[src/rtl/wb_port_arbiter.sv]
// Register-file write-port arbiter: pipeline writeback wins, long-latency results bypass or queue,
// and a starvation FSM requests a WB bubble when a buffered result is blocked too long.
module wb_port_arbiter #(
    parameter int DEPTH    = 2,
    parameter int MAX_WAIT = 4
) (
    input  logic                     clk,
    input  logic                     reset,
    input  logic                     pipe_regwrite,
    input  logic [4:0]               pipe_rd,
    input  logic [31:0]              pipe_result,
    input  logic                     lu_valid,
    output logic                     lu_ready,
    input  logic [4:0]               lu_rd,
    input  logic [31:0]              lu_result,
    output logic                     rf_we,
    output logic [4:0]               rf_waddr,
    output logic [31:0]              rf_wdata,
    output logic                     wb_stall_req,
    output logic [$clog2(DEPTH):0]   lu_pending
);

    localparam int AW = $clog2(DEPTH);
    localparam int CW = AW + 1;
    localparam int WW = $clog2(MAX_WAIT + 1);
    localparam logic [CW-1:0] FULL_CNT = CW'(DEPTH);
    localparam logic [WW-1:0] WAIT_LIM = WW'(MAX_WAIT);

    typedef enum logic [1:0] {IDLE, DRAIN, STARVE} state_e;

    logic [4:0]    rd_mem_q   [DEPTH];
    logic [4:0]    rd_mem_d   [DEPTH];
    logic [31:0]   data_mem_q [DEPTH];
    logic [31:0]   data_mem_d [DEPTH];
    logic [DEPTH-1:0] vld_q, vld_d;
    logic [AW-1:0] rd_ptr_q, rd_ptr_d, wr_ptr_q, wr_ptr_d;
    logic [CW-1:0] count_q, count_d;
    state_e        state_q, state_d;
    logic [WW-1:0] wait_cnt_q, wait_cnt_d;
    logic          stall_q, stall_d;

    logic pipe_we, empty, full, head_vld, pop, accept, bypass, enq, blocked;

    // NOTE: every signal assigned in an always_comb gets a default first, so no path leaves it unassigned and no latch is inferred.
    always_comb begin
        pipe_we  = pipe_regwrite && (pipe_rd != 5'd0);
        empty    = (count_q == '0);
        full     = (count_q == FULL_CNT);
        head_vld = !empty && vld_q[rd_ptr_q];
        blocked  = head_vld && pipe_we;
        // A killed head drains regardless of the pipe; a live head only when the port is free.
        pop      = !empty && (!vld_q[rd_ptr_q] || !pipe_we);
        lu_ready = !reset && (!full || pop);
        accept   = lu_valid && lu_ready;
        bypass   = accept && empty && !pipe_we && (lu_rd != 5'd0);
        enq      = accept && (lu_rd != 5'd0) && !bypass && !(pipe_we && (lu_rd == pipe_rd));

        rf_we    = 1'b0;
        rf_waddr = 5'd0;
        rf_wdata = 32'd0;
        if (!reset) begin
            if (pipe_we) begin
                rf_we    = 1'b1;
                rf_waddr = pipe_rd;
                rf_wdata = pipe_result;
            end else if (head_vld) begin
                rf_we    = 1'b1;
                rf_waddr = rd_mem_q[rd_ptr_q];
                rf_wdata = data_mem_q[rd_ptr_q];
            end else if (bypass) begin
                rf_we    = 1'b1;
                rf_waddr = lu_rd;
                rf_wdata = lu_result;
            end
        end

        rd_mem_d   = rd_mem_q;
        data_mem_d = data_mem_q;
        vld_d      = vld_q;
        for (int i = 0; i < DEPTH; i++) begin
            if (pipe_we && (rd_mem_q[i] == pipe_rd)) vld_d[i] = 1'b0;
        end
        if (enq) begin
            rd_mem_d[wr_ptr_q]   = lu_rd;
            data_mem_d[wr_ptr_q] = lu_result;
            vld_d[wr_ptr_q]      = 1'b1;
        end
        rd_ptr_d = pop ? rd_ptr_q + 1'b1 : rd_ptr_q;
        wr_ptr_d = enq ? wr_ptr_q + 1'b1 : wr_ptr_q;
        count_d  = count_q + CW'(enq) - CW'(pop);

        state_d    = state_q;
        wait_cnt_d = wait_cnt_q;
        stall_d    = stall_q;
        case (state_q)
            IDLE: begin
                wait_cnt_d = '0;
                if (enq) state_d = DRAIN;
            end
            DRAIN: begin
                if (pop) begin
                    wait_cnt_d = '0;
                    if (count_d == '0) state_d = IDLE;
                end else if (blocked) begin
                    wait_cnt_d = wait_cnt_q + 1'b1;
                    if (wait_cnt_q + 1'b1 == WAIT_LIM) begin
                        state_d = STARVE;
                        stall_d = 1'b1;
                    end
                end
            end
            STARVE: begin
                stall_d = 1'b1;
                if (pop) begin
                    wait_cnt_d = '0;
                    stall_d    = 1'b0;
                    state_d    = (count_d == '0) ? IDLE : DRAIN;
                end
            end
            default: begin
                state_d    = IDLE;
                wait_cnt_d = '0;
                stall_d    = 1'b0;
            end
        endcase
    end

    // NOTE: sequential state uses non-blocking assignments so every flop samples the pre-edge values.
    always_ff @(posedge clk) begin
        if (reset) begin
            vld_q      <= '0;
            rd_ptr_q   <= '0;
            wr_ptr_q   <= '0;
            count_q    <= '0;
            state_q    <= IDLE;
            wait_cnt_q <= '0;
            stall_q    <= 1'b0;
        end else begin
            vld_q      <= vld_d;
            rd_ptr_q   <= rd_ptr_d;
            wr_ptr_q   <= wr_ptr_d;
            count_q    <= count_d;
            state_q    <= state_d;
            wait_cnt_q <= wait_cnt_d;
            stall_q    <= stall_d;
        end
    end

    // NOTE: the payload storage is not reset; the per-entry valid bits and occupancy guard every read.
    always_ff @(posedge clk) begin
        rd_mem_q   <= rd_mem_d;
        data_mem_q <= data_mem_d;
    end

    assign wb_stall_req = stall_q;
    assign lu_pending   = count_q;

endmodule

[config.mk]
export PLATFORM = sky130hd
export DESIGN_NAME = wb_port_arbiter
export DESIGN_NICKNAME = d
export VERILOG_FILES = /design/src/rtl/wb_port_arbiter.sv
export SDC_FILE = /design/constraint.sdc
export NUM_CORES = 1
export LEC_CHECK = 0
export CAP_MARGIN = 20
export CORE_MARGIN = 4
export CORE_UTILIZATION = 40
export CTS_BUF_LIST = sky130_fd_sc_hd__clkbuf_16
export DETAILED_ROUTE_END_ITERATION = 12
export PLACE_DENSITY = 0.71
export SETUP_SLACK_MARGIN = 0.15
export SLEW_MARGIN = 15
export SYNTH_ARGS = -nofsm -noshare
export SYNTH_HDL_FRONTEND = slang
export SYNTH_SLANG_ARGS = --single-unit
[constraint.sdc]
create_clock -name clk -period 4.39 [get_ports clk]
set_input_delay 0.878 -clock clk [delete_from_list [all_inputs] [get_ports clk]]
set_output_delay 0.878 -clock clk [all_outputs]
set_load 0.01 [all_outputs]
# Word level (Yosys, flattened, before mapping)
# Index checks and enable logic that the tools add are counted.
totals:
  word_cells: 123
  out_inout_bits: 42
  register_bits: 86
  input_bits: 78
classes:
  mux: 48
  n_eq_ne: 15
  bitwise: 4
  n_reduce_logical: 34
  magnitude_cmp: 6
  add_sub_neg: 5
op_table:
  columns: ["cell", "count"]
  rows:
  - ["32-bit two-way mux", 8]
  - ["64-bit bitwise mux", 1]
  - ["5-bit two-way mux", 8]
  - ["32-bit demux with 1-bit select", 1]
  - ["1-bit logical AND", 17]
  - ["5-bit equality test", 3]
  - ["1-bit two-way mux", 14]
  - ["2-bit two-way mux", 7]
  - ["10-bit bitwise mux", 1]
  - ["2-bit != test (second input constant)", 5]
  - ["5-bit nonzero test", 2]
  - ["3-bit two-way mux", 3]
  - ["3-bit != test (second input constant)", 3]
  - ["1-bit logical NOT", 7]
  - ["2-bit logical NOT", 3]
  - ["2-bit one-hot mux with 3 select lines", 1]
  - ["3-bit one-hot mux with 2 select lines", 1]
  - ["5-bit demux with 1-bit select", 1]
  - ["5-bit AND reduction", 1]
  - ["2-bit equality test (second input constant)", 2]
  - ["2-bit >= comparator (second input constant)", 2]
  - ["1-bit by 2-bit < comparator with 1-bit output (second input constant)", 2]
  - ["1-bit inverter with 2-bit output", 2]
  - ["4-bit AND reduction", 1]
  - ["other kinds (14)", 16]

# Longest topological paths before layout
# Gate-level depths: netlist of the first run.
logic_depth:
  depth_word: 20
  mapped_depth: 12
  depth_no_buf: 10

# Least setup slack after synthesis of the first run
# Ideal clock, no wire load.
synth_timing:
  kind: "input port to flip-flop"
  startpoint: "input port pipe_rd[0]"
  endpoint: "register data_mem_q[0] in the netlist's numbering, enable pin"
  t_arrival_ns: 3.815
  required_time_ns: 3.957
  cell_stages: 7
  setup_slack_ns: 0.142
  n_path_buf: 2
  cell_sequence: "or4_4 o21a_1 buf_6 a311oi_2 o21ai_2 buf_6 nor2_1"
synth_between:
  elab_chain_len: 14
synth_rtl:
  columns: ["element", "line", "rtl"]
  rows:
  - ["start: declaration", "10", "input logic [4:0] pipe_rd,"]
  - ["5-bit nonzero test", "46", "pipe_we = pipe_regwrite && (pipe_rd != 5'd0);"]
  - ["1-bit logical AND", "46", null]
  - ["1-bit logical NOT", "52, 55", null]
  - ["1-bit logical OR", "52", "pop = !empty && (!vld_q[rd_ptr_q] || !pipe_we);"]
  - ["1-bit logical AND", "52", null]
  - ["1-bit logical OR", "53", "lu_ready = !reset && (!full || pop);"]
  - ["1-bit logical AND", "53", null]
  - ["1-bit logical AND", "54", "accept = lu_valid && lu_ready;"]
  - ["1-bit logical AND (3 in series)", "55", "bypass = accept && empty && !pipe_we && (lu_rd != 5'd0);"]
  - ["1-bit logical NOT", "56", "enq = accept && (lu_rd != 5'd0) && !bypass && !(pipe_we && (lu_rd == pipe_rd));"]
  - ["1-bit logical AND", "56", null]
  - ["1-bit logical AND *", "56", null]
  - ["end signal: assignment", "152", "data_mem_q <= data_mem_d;"]
  - ["end: declaration", "33", "logic [31:0] data_mem_q [DEPTH];"]
# Mark *: on every way between the ends. The rest lies on a longest branch, timed or not.
# A chain may end at the register's enable or synchronous reset.

# Worst setup path in the final report of the first run
layout_timing:
  startpoint: "input port pipe_rd[0]"
  endpoint: "output port rf_wdata[22]"
layout_between:
  elab_chain_len: 15
layout_rtl:
  columns: ["element", "line", "rtl"]
  rows:
  - ["5-bit nonzero test *", "46", null]
  - ["1-bit logical AND *", "46", null]
  - ["1-bit logical NOT", "52, 55", null]
  - ["1-bit logical OR", "52", null]
  - ["1-bit logical AND", "52", null]
  - ["1-bit logical OR", "53", null]
  - ["1-bit logical AND", "53", null]
  - ["1-bit logical AND", "54", null]
  - ["1-bit logical AND (3 in series)", "55", null]
  - ["32-bit two-way mux", "70", "end else if (bypass) begin"]
  - ["32-bit two-way mux", "66", "end else if (head_vld) begin"]
  - ["32-bit two-way mux *", "62", "if (pipe_we) begin"]
  - ["32-bit two-way mux *", "61", "if (!reset) begin"]
  - ["end: declaration", "18", "output logic [31:0] rf_wdata,"]
# Marks and branches as above.

==> results of run 1 <==
-- cell usage in the layout, fill, tap and decap left out, drive strengths merged, types with 2 or more instances in the layout --
cell type       n
a21o            4
a21oi           7
a221oi         37
a31oi           2
a32oi           2
buf            28
clkbuf         10
clkdlybuf4s50  81
clkinv          6
dfxtp          12
dlygate4sd2    37
edfxtp         74
ha              7
inv             6
mux2           39
nand2           3
nand3           3
nand4           2
nor2           57
nor3           44
o21ai           7
or4             2
xnor2          10
xor2           11
-- final timing paths --
| path | cells past startpoint | to | startpoint | slack, ns |
|---|---|---|---|---|
| hold reg to reg | 2 | vld_q[0] | vld_q[0] | 0.54 |
| hold / removal | 2 | vld_q[0] | vld_q[0] | 0.54 |
| setup / recovery | 7 | rf_wdata[22] | pipe_rd[0] | 0.29 |
| setup reg to reg | 9 | state_q[0] | rd_ptr_q | 1.54 |
-- cells by family after synthesis --
group           Yosys count  share of synthesized area [%]
fa+ha+maj                 7                          1.973
compound gates           68                          12.38
simple gates            117                          12.41
buf+inv                  34                          3.411
xor+xnor                 21                          4.144
flops                    86                          55.48
mux                      40                          10.21
-- what timing repair did --
action / CTS / global route
hold buffers: 0 / 0
pin swaps: 1 / 1
resized for setup: 37 / 1
endpoints found under the setup margin: 37 / 3
cloned: 0 / 1
setup buffers: 0 / 1
hold endpoints to repair: 0 / 0
-- cell type report --
type / count / area, um^2 / area share (%)
multi-input cells: 253 / 1859 / 29.88
clock buffers: 9 / 225.2 / 3.620
flip-flops and latches: 86 / 2464 / 39.59
well taps: 140 / 175.2 / 2.815
clock inverters: 7 / 50.05 / 0.8043
inverters: 5 / 18.77 / 0.3016
repair buffers: 147 / 1430 / 22.98
-- worst min-delay path, cell delays in order (launching register included) --
cell and delay, ns:
dfxtp_1 0.32, a21oi_1 0.12, nor2_1 0.05
-- registers in the layout, summed over array words and instances (netlist names) --
signal	flops
wait_cnt_q	3
wr_ptr_q	1
rd_mem_q	10
lu_pending	2
wb_stall_req	1
rd_ptr_q	1
state_q	2
data_mem_q	64
vld_q	2
-- metal layers --
metal	track usage, %	vias up
met5	0	-
met4	5.208	0
met3	3.636	2
met2	29.11	142
met1	24.34	1666
li1	-	1702
-- power groups by stage --
stage                     logic [uW]  clock network (uW)  registers, uW
final                            681                 694            982
after global placement           681                   0            997
after detailed placement         690                   0            999
after global routing             742                 738            988
after floorplan                  425                   0            978
after CTS                        678                 706            982
-- metrics by stage --
stage / hold slack [ns] / TNS (ns)
finish: 0.5363 / 0
global route: 0.5651 / 0
CTS: 0.5326 / 0
detailed placement: 0.5125 / -0.1209
global placement: 0.4970 / 0
floorplan: 0.4729 / 0
==> reports/summary.txt, run 1 <==
Outcome: finished clean
Routed via count: 3512
Synthesized area per cell: 11.90 um^2
Initial DRT Pass Iterations: 4
RePlAce Congestion: 0.8226
Synthesis-stage register bit count: 86
Antenna-violating nets left: 0
Leakage: 0.002286 uW
Psw: 685.6 uW
Chip Height: 113.3 um
Worst min path class: reg2reg
WL/cell: 17.74 um
Grt ovf: 0
Final setup viols: 0
Total CTS buffers: 9
CTS tree: done
Die Area: 0.01284 mm^2
First-pass GRT wire length: 18200 um
Pins over their slew limit: 0
Fin cells: 647
Vias in the first global route: 3630
Top cell type by total area after synthesis: edfxtp_1
Sequential fraction of design power: 41.7%
Core Area: 0.01084 mm^2
Hold Vio Cnt, Final: 0
Dominant synthesized flop cell: edfxtp_1
Slew HR: 60.61%
Logic pwr share: 28.9%
Drt total wl: 11480 um
Worst-path clk slew: 0.06 ns
CP Capture Type: output port
Fill cells: 910
# H-tree levels: 3
Sequential-to-total area share from yosys stat: 55.48%
Crit path kind: in2out
NumNets Final: 587
Post-synthesis cell count: 373
Tot Pwr: 2357 uW
Hpwl dp: 7724 um
Ant. Diodes: 0
Slew @ Worst Pin: 0.5909 ns
Count leader, synth: edfxtp_1
Vias per cell: 5.428
Post-DP Area: 0.005957 mm^2
Cells after DPL: 629
Final instance area: 0.006222 mm^2
Util after Layout: 57.40%
Post-Syn Area: 0.004438 mm^2
Ys async rst share: 0%
Clock tree buffer depth: 2
Pin count of the biggest net entering global routing: 54
IO buf count: 119
Sw frac: 29.09%
Final Skew: 0.008299 ns
Num ports: 120
Clock network power share: 29.4%
Initial antenna violation count: 0
DR top layer: met4
Top post-synthesis cells by area: edfxtp_1 50%, mux2_2 9.6%, a221oi_1 7.3%
Starting Density: 40.94%
DRC violation count after routing: 0
Most frequent cells after synthesis: 74 x edfxtp_1, 56 x nor2_1, 44 x nor3_1
Internal power: 1671 uW
CTS root buf: clkbuf_16
Pwr/cell area: 378.8 mW/mm^2
Final setup margin: 0.2945 ns
Arrival time of the worst setup path: 3.22 ns
Crit-path max FO: 42
Worst-path cell chain: clkdlybuf4s50_1, or4_4, o21a_2, buf_4, a221oi_1, nor3_1, dlygate4sd2_1
Rows: 38
Worst-Skew Late Latency: 0.33 ns
Syn_nets: 458
Ys Warns: 0
DRT met1 WL: 5335 um
Top-area cell type share of the netlist area: 50.07%
Worst VDD drop: 0.2540 mV
CTS Sinks: 86
Number of synthesized flops with an enable pin: 74
Family with the most delay on the worst path: buffers and inverters
CP required: 3.51 ns
WP buf/inv: 3
Final period util: 93.29%
Chip Width: 113.3 um
Pre-CTS setup slack: -0.03490 ns
Startpoint types: input port
FMAX: 244.2 MHz
Met2 Wirelength: 5330 um
Initial DRC count: 186
Slowest-stage cell, CP: or4_4
Tmin final: 4.095 ns
Share of layout cells above drive strength 1: 18.93%
Max-cap viol count: 0
GRT Total Usage: 17.90%
Area delta synth->final: 40.20%
Met3 WL: 774 um
Unrepaired setup endpoints after global routing: false
CP max stage delay: 0.54 ns
Yosys cell types: 45
Power figures use the tool's default switching activity.
==> run 2, diff against run 1 <==
HOLD_SLACK_MARGIN = 0.08   (was default)
==> results of run 2 <==
No change in the layout: final DEF, timing and power equal those of run 1.
==> run 3, diff against run 2 <==
CTS_BUF_LIST = default   (was sky130_fd_sc_hd__clkbuf_16)
==> run 3 against run 2 <==
Maximum frequency about the same. Cell area shrank 1.6%. Clock-buffer cell count unchanged. Wire length shrank 0.65%. Sequential cell count unchanged. Worst hold slack worse by 0.0039 ns. Clock power decreased by 29%. Clock skew rose by 0.0018 ns. First-iteration DRC count grew 5.4%. Total power shrank 8.6%. Sequential share of layout area grew 0.66 points. Global-route usage is 0.12 points lower.
==> reports/summary.txt, run 3 (synthesis results as in run 1) <==
# hold bufs at CTS: 0 (unchanged)
Total CTS buffers: 9 (unchanged)
Cells after DPL: 629 (unchanged)
NumNets Final: 587 (unchanged)
# H-tree levels: 3 (unchanged)
Antenna-violating nets left: 0 (unchanged)
Clock network power share: 22.9% (-6.5 points)
Pre-CTS setup slack: -0.03490 ns (unchanged)
Worst-path cell chain: clkdlybuf4s50_1, or4_4, o21a_2, buf_4, a221oi_1, nor3_1, dlygate4sd2_1
Grt ovf: 0 (unchanged)
Hold Vio Cnt, Final: 0 (unchanged)
DR top layer: met4
Util after Layout: 56.46% (-0.93 points)
Slowest-stage cell, CP: or4_4
Initial antenna violation count: 0 (unchanged)
Max-cap viol count: 0 (unchanged)
Area delta synth->final: 37.92%
WL/cell: 17.63 um (-0.65%)
Startpoint of the worst hold path: vld_q[0]
Reg2reg path depth: 9 (unchanged)
Final Skew: 0.01008 ns (+0.001786 ns)
Logic pwr share: 31.6% (+2.7 points)
Chip Width: 113.3 um (unchanged)
RePlAce Congestion: 0.8226 (unchanged)
Startpoint types: input port
Worst VDD drop: 0.2391 mV (-5.9%)
Final period util: 93.23% (about the same)
Pin count of the biggest net entering global routing: 54 (unchanged)
Commonest cells after routing, fill and taps aside: 81 x clkdlybuf4s50_1, 74 x edfxtp_1, 53 x nor2_1
Most common cell after layout, fill and taps aside: clkdlybuf4s50_1
RR Startpoint: rd_ptr_q
Leakage: 0.002240 uW (-2.0%)
Worst Setup SP: pipe_rd[0]
DRC violation count after routing: 0 (unchanged)
Worst-Skew Late Latency: 0.35 ns (+0.02 ns)
DRT met1 WL: 5248 um (-1.6%)
Met2 Wirelength: 5246 um (-1.6%)
Share of layout cells above drive strength 1: 18.93% (unchanged)
CP required: 3.51 ns (about the same)
CTS tree: done
Psw: 661.3 uW (-3.5%)
Die Area: 0.01284 mm^2 (unchanged)
Worst min path class: reg2reg
Register with the most flip-flops: data_mem_q
Initial DRT Pass Iterations: 4 (unchanged)
Max reg flops: 64 (unchanged)
Drt total wl: 11400 um (-0.65%)
Ant. Diodes: 0 (unchanged)
CP max stage delay: 0.54 ns (about the same)
Vias per cell: 5.474 (+0.85%)
Worst-path clk slew: 0.09 ns (+0.03 ns)
Fin cells: 647 (unchanged)
Sw frac: 30.70% (+1.6 points)
Met3 WL: 822 um (+6.2%)
Sequential fraction of design power: 45.5% (+3.8 points)
Routed via count: 3542 (+0.85%)
CTS root buf: clkbuf_8
Crit path kind: in2out
Clock tree buffer depth: 2 (unchanged)
FMAX: 244.3 MHz (about the same)
Slew HR: 60.66% (about the same)
GRT Total Usage: 17.78% (-0.12 points)
Pins over their slew limit: 0 (unchanged)
Hpwl dp: 7724 um (unchanged)
Tmin final: 4.093 ns (-0.002679 ns)
Slew @ Worst Pin: 0.5901 ns (-0.0007131 ns)
First-pass GRT wire length: 18160 um (-0.23%)
Starting Density: 40.94% (unchanged)
Biggest regs: data_mem_q: 64 flops, rd_mem_q: 10 flops, wait_cnt_q: 3 flops
Core Area: 0.01084 mm^2 (unchanged)
Outcome: finished clean
IO buf count: 119 (unchanged)
Unrepaired setup endpoints after global routing: false
Vias in the first global route: 3631 (+0.028%)
Initial DRC count: 196 (+5.4%)
Internal power: 1493 uW (-11%)
CP Capture Type: output port
CTS Sinks: 86 (unchanged)
Chip Height: 113.3 um (unchanged)
Rows: 38 (unchanged)
Final setup viols: 0 (unchanged)
Pwr/cell area: 351.9 mW/mm^2 (-7.1%)
Crit-path max FO: 42 (unchanged)
Hold-critical path depth: 2 (unchanged)
Arrival time of the worst setup path: 3.21 ns (about the same)
Final setup margin: 0.2972 ns (+0.002679 ns)
Num ports: 120 (unchanged)
[run 3: cell counts in the layout (fill, tap and decap cells not counted)]
No cell type changed its count.
[run 3: metrics by stage]
stage | hold slack (ns) | instance area (um^2) | setup TNS (ns) | total power (uW)
floorplan | 0.4729 | 4438 | 0 | 1404
global placement | 0.4970 | 5957 | 0 | 1678
detailed placement | 0.5125 | 5957 | -0.1209 | 1690
CTS | 0.5353 | 6085 | 0 | 2166
global route | 0.5669 | 6121 | 0 | 2263
finish | 0.5324 | 6121 | 0 | 2154
[run 3: routing by layer]
| metal | vias to the layer above | GRT usage, % |
|---|---|---|
| met1 | 1702 | 24.50 |
| li1 | 1698 | - |
| met5 | - | 0 |
| met2 | 136 | 28.52 |
| met3 | 6 | 3.636 |
| met4 | 0 | 5.208 |
[run 3: final cells by class]
class	count	area, um^2
clock buffers	9	123.9
flip-flops and latches	86	2464
multi-input cells	253	1859
well taps	140	175.2
fillers	913	4720
inverters	5	18.77
repair buffers	147	1430
clock inverters	7	50.05
[run 3: final timing paths]
path                        to  slack (ns)
setup / recovery  rf_wdata[22]        0.30
hold / removal        vld_q[0]        0.53
setup reg to reg    state_q[0]        1.55
hold reg to reg       vld_q[0]        0.53
[run 3: critical path: cells and delay by family]
family | cells | cell delay (ns)
buf+inv | 3 | 1.00
simple gates | 2 | 0.63
compound gates | 2 | 0.70
[run 3: power groups by stage]
stage / Combinational (uW) / Sequential [uW] / Clock [uW]
after floorplan: 425 / 978 / 0
after global placement: 681 / 997 / 0
after detailed placement: 690 / 999 / 0
after CTS: 679 / 980 / 507
after global routing: 741 / 987 / 535
final: 680 / 980 / 493
[run 3: what timing repair did]
action                                  4_1_cts  5_1_grt
endpoints found under the setup margin       37        3
gates resized for setup                      37        1
buffers inserted                              0        1
pin swaps                                     2        1
gates cloned                                  0        1
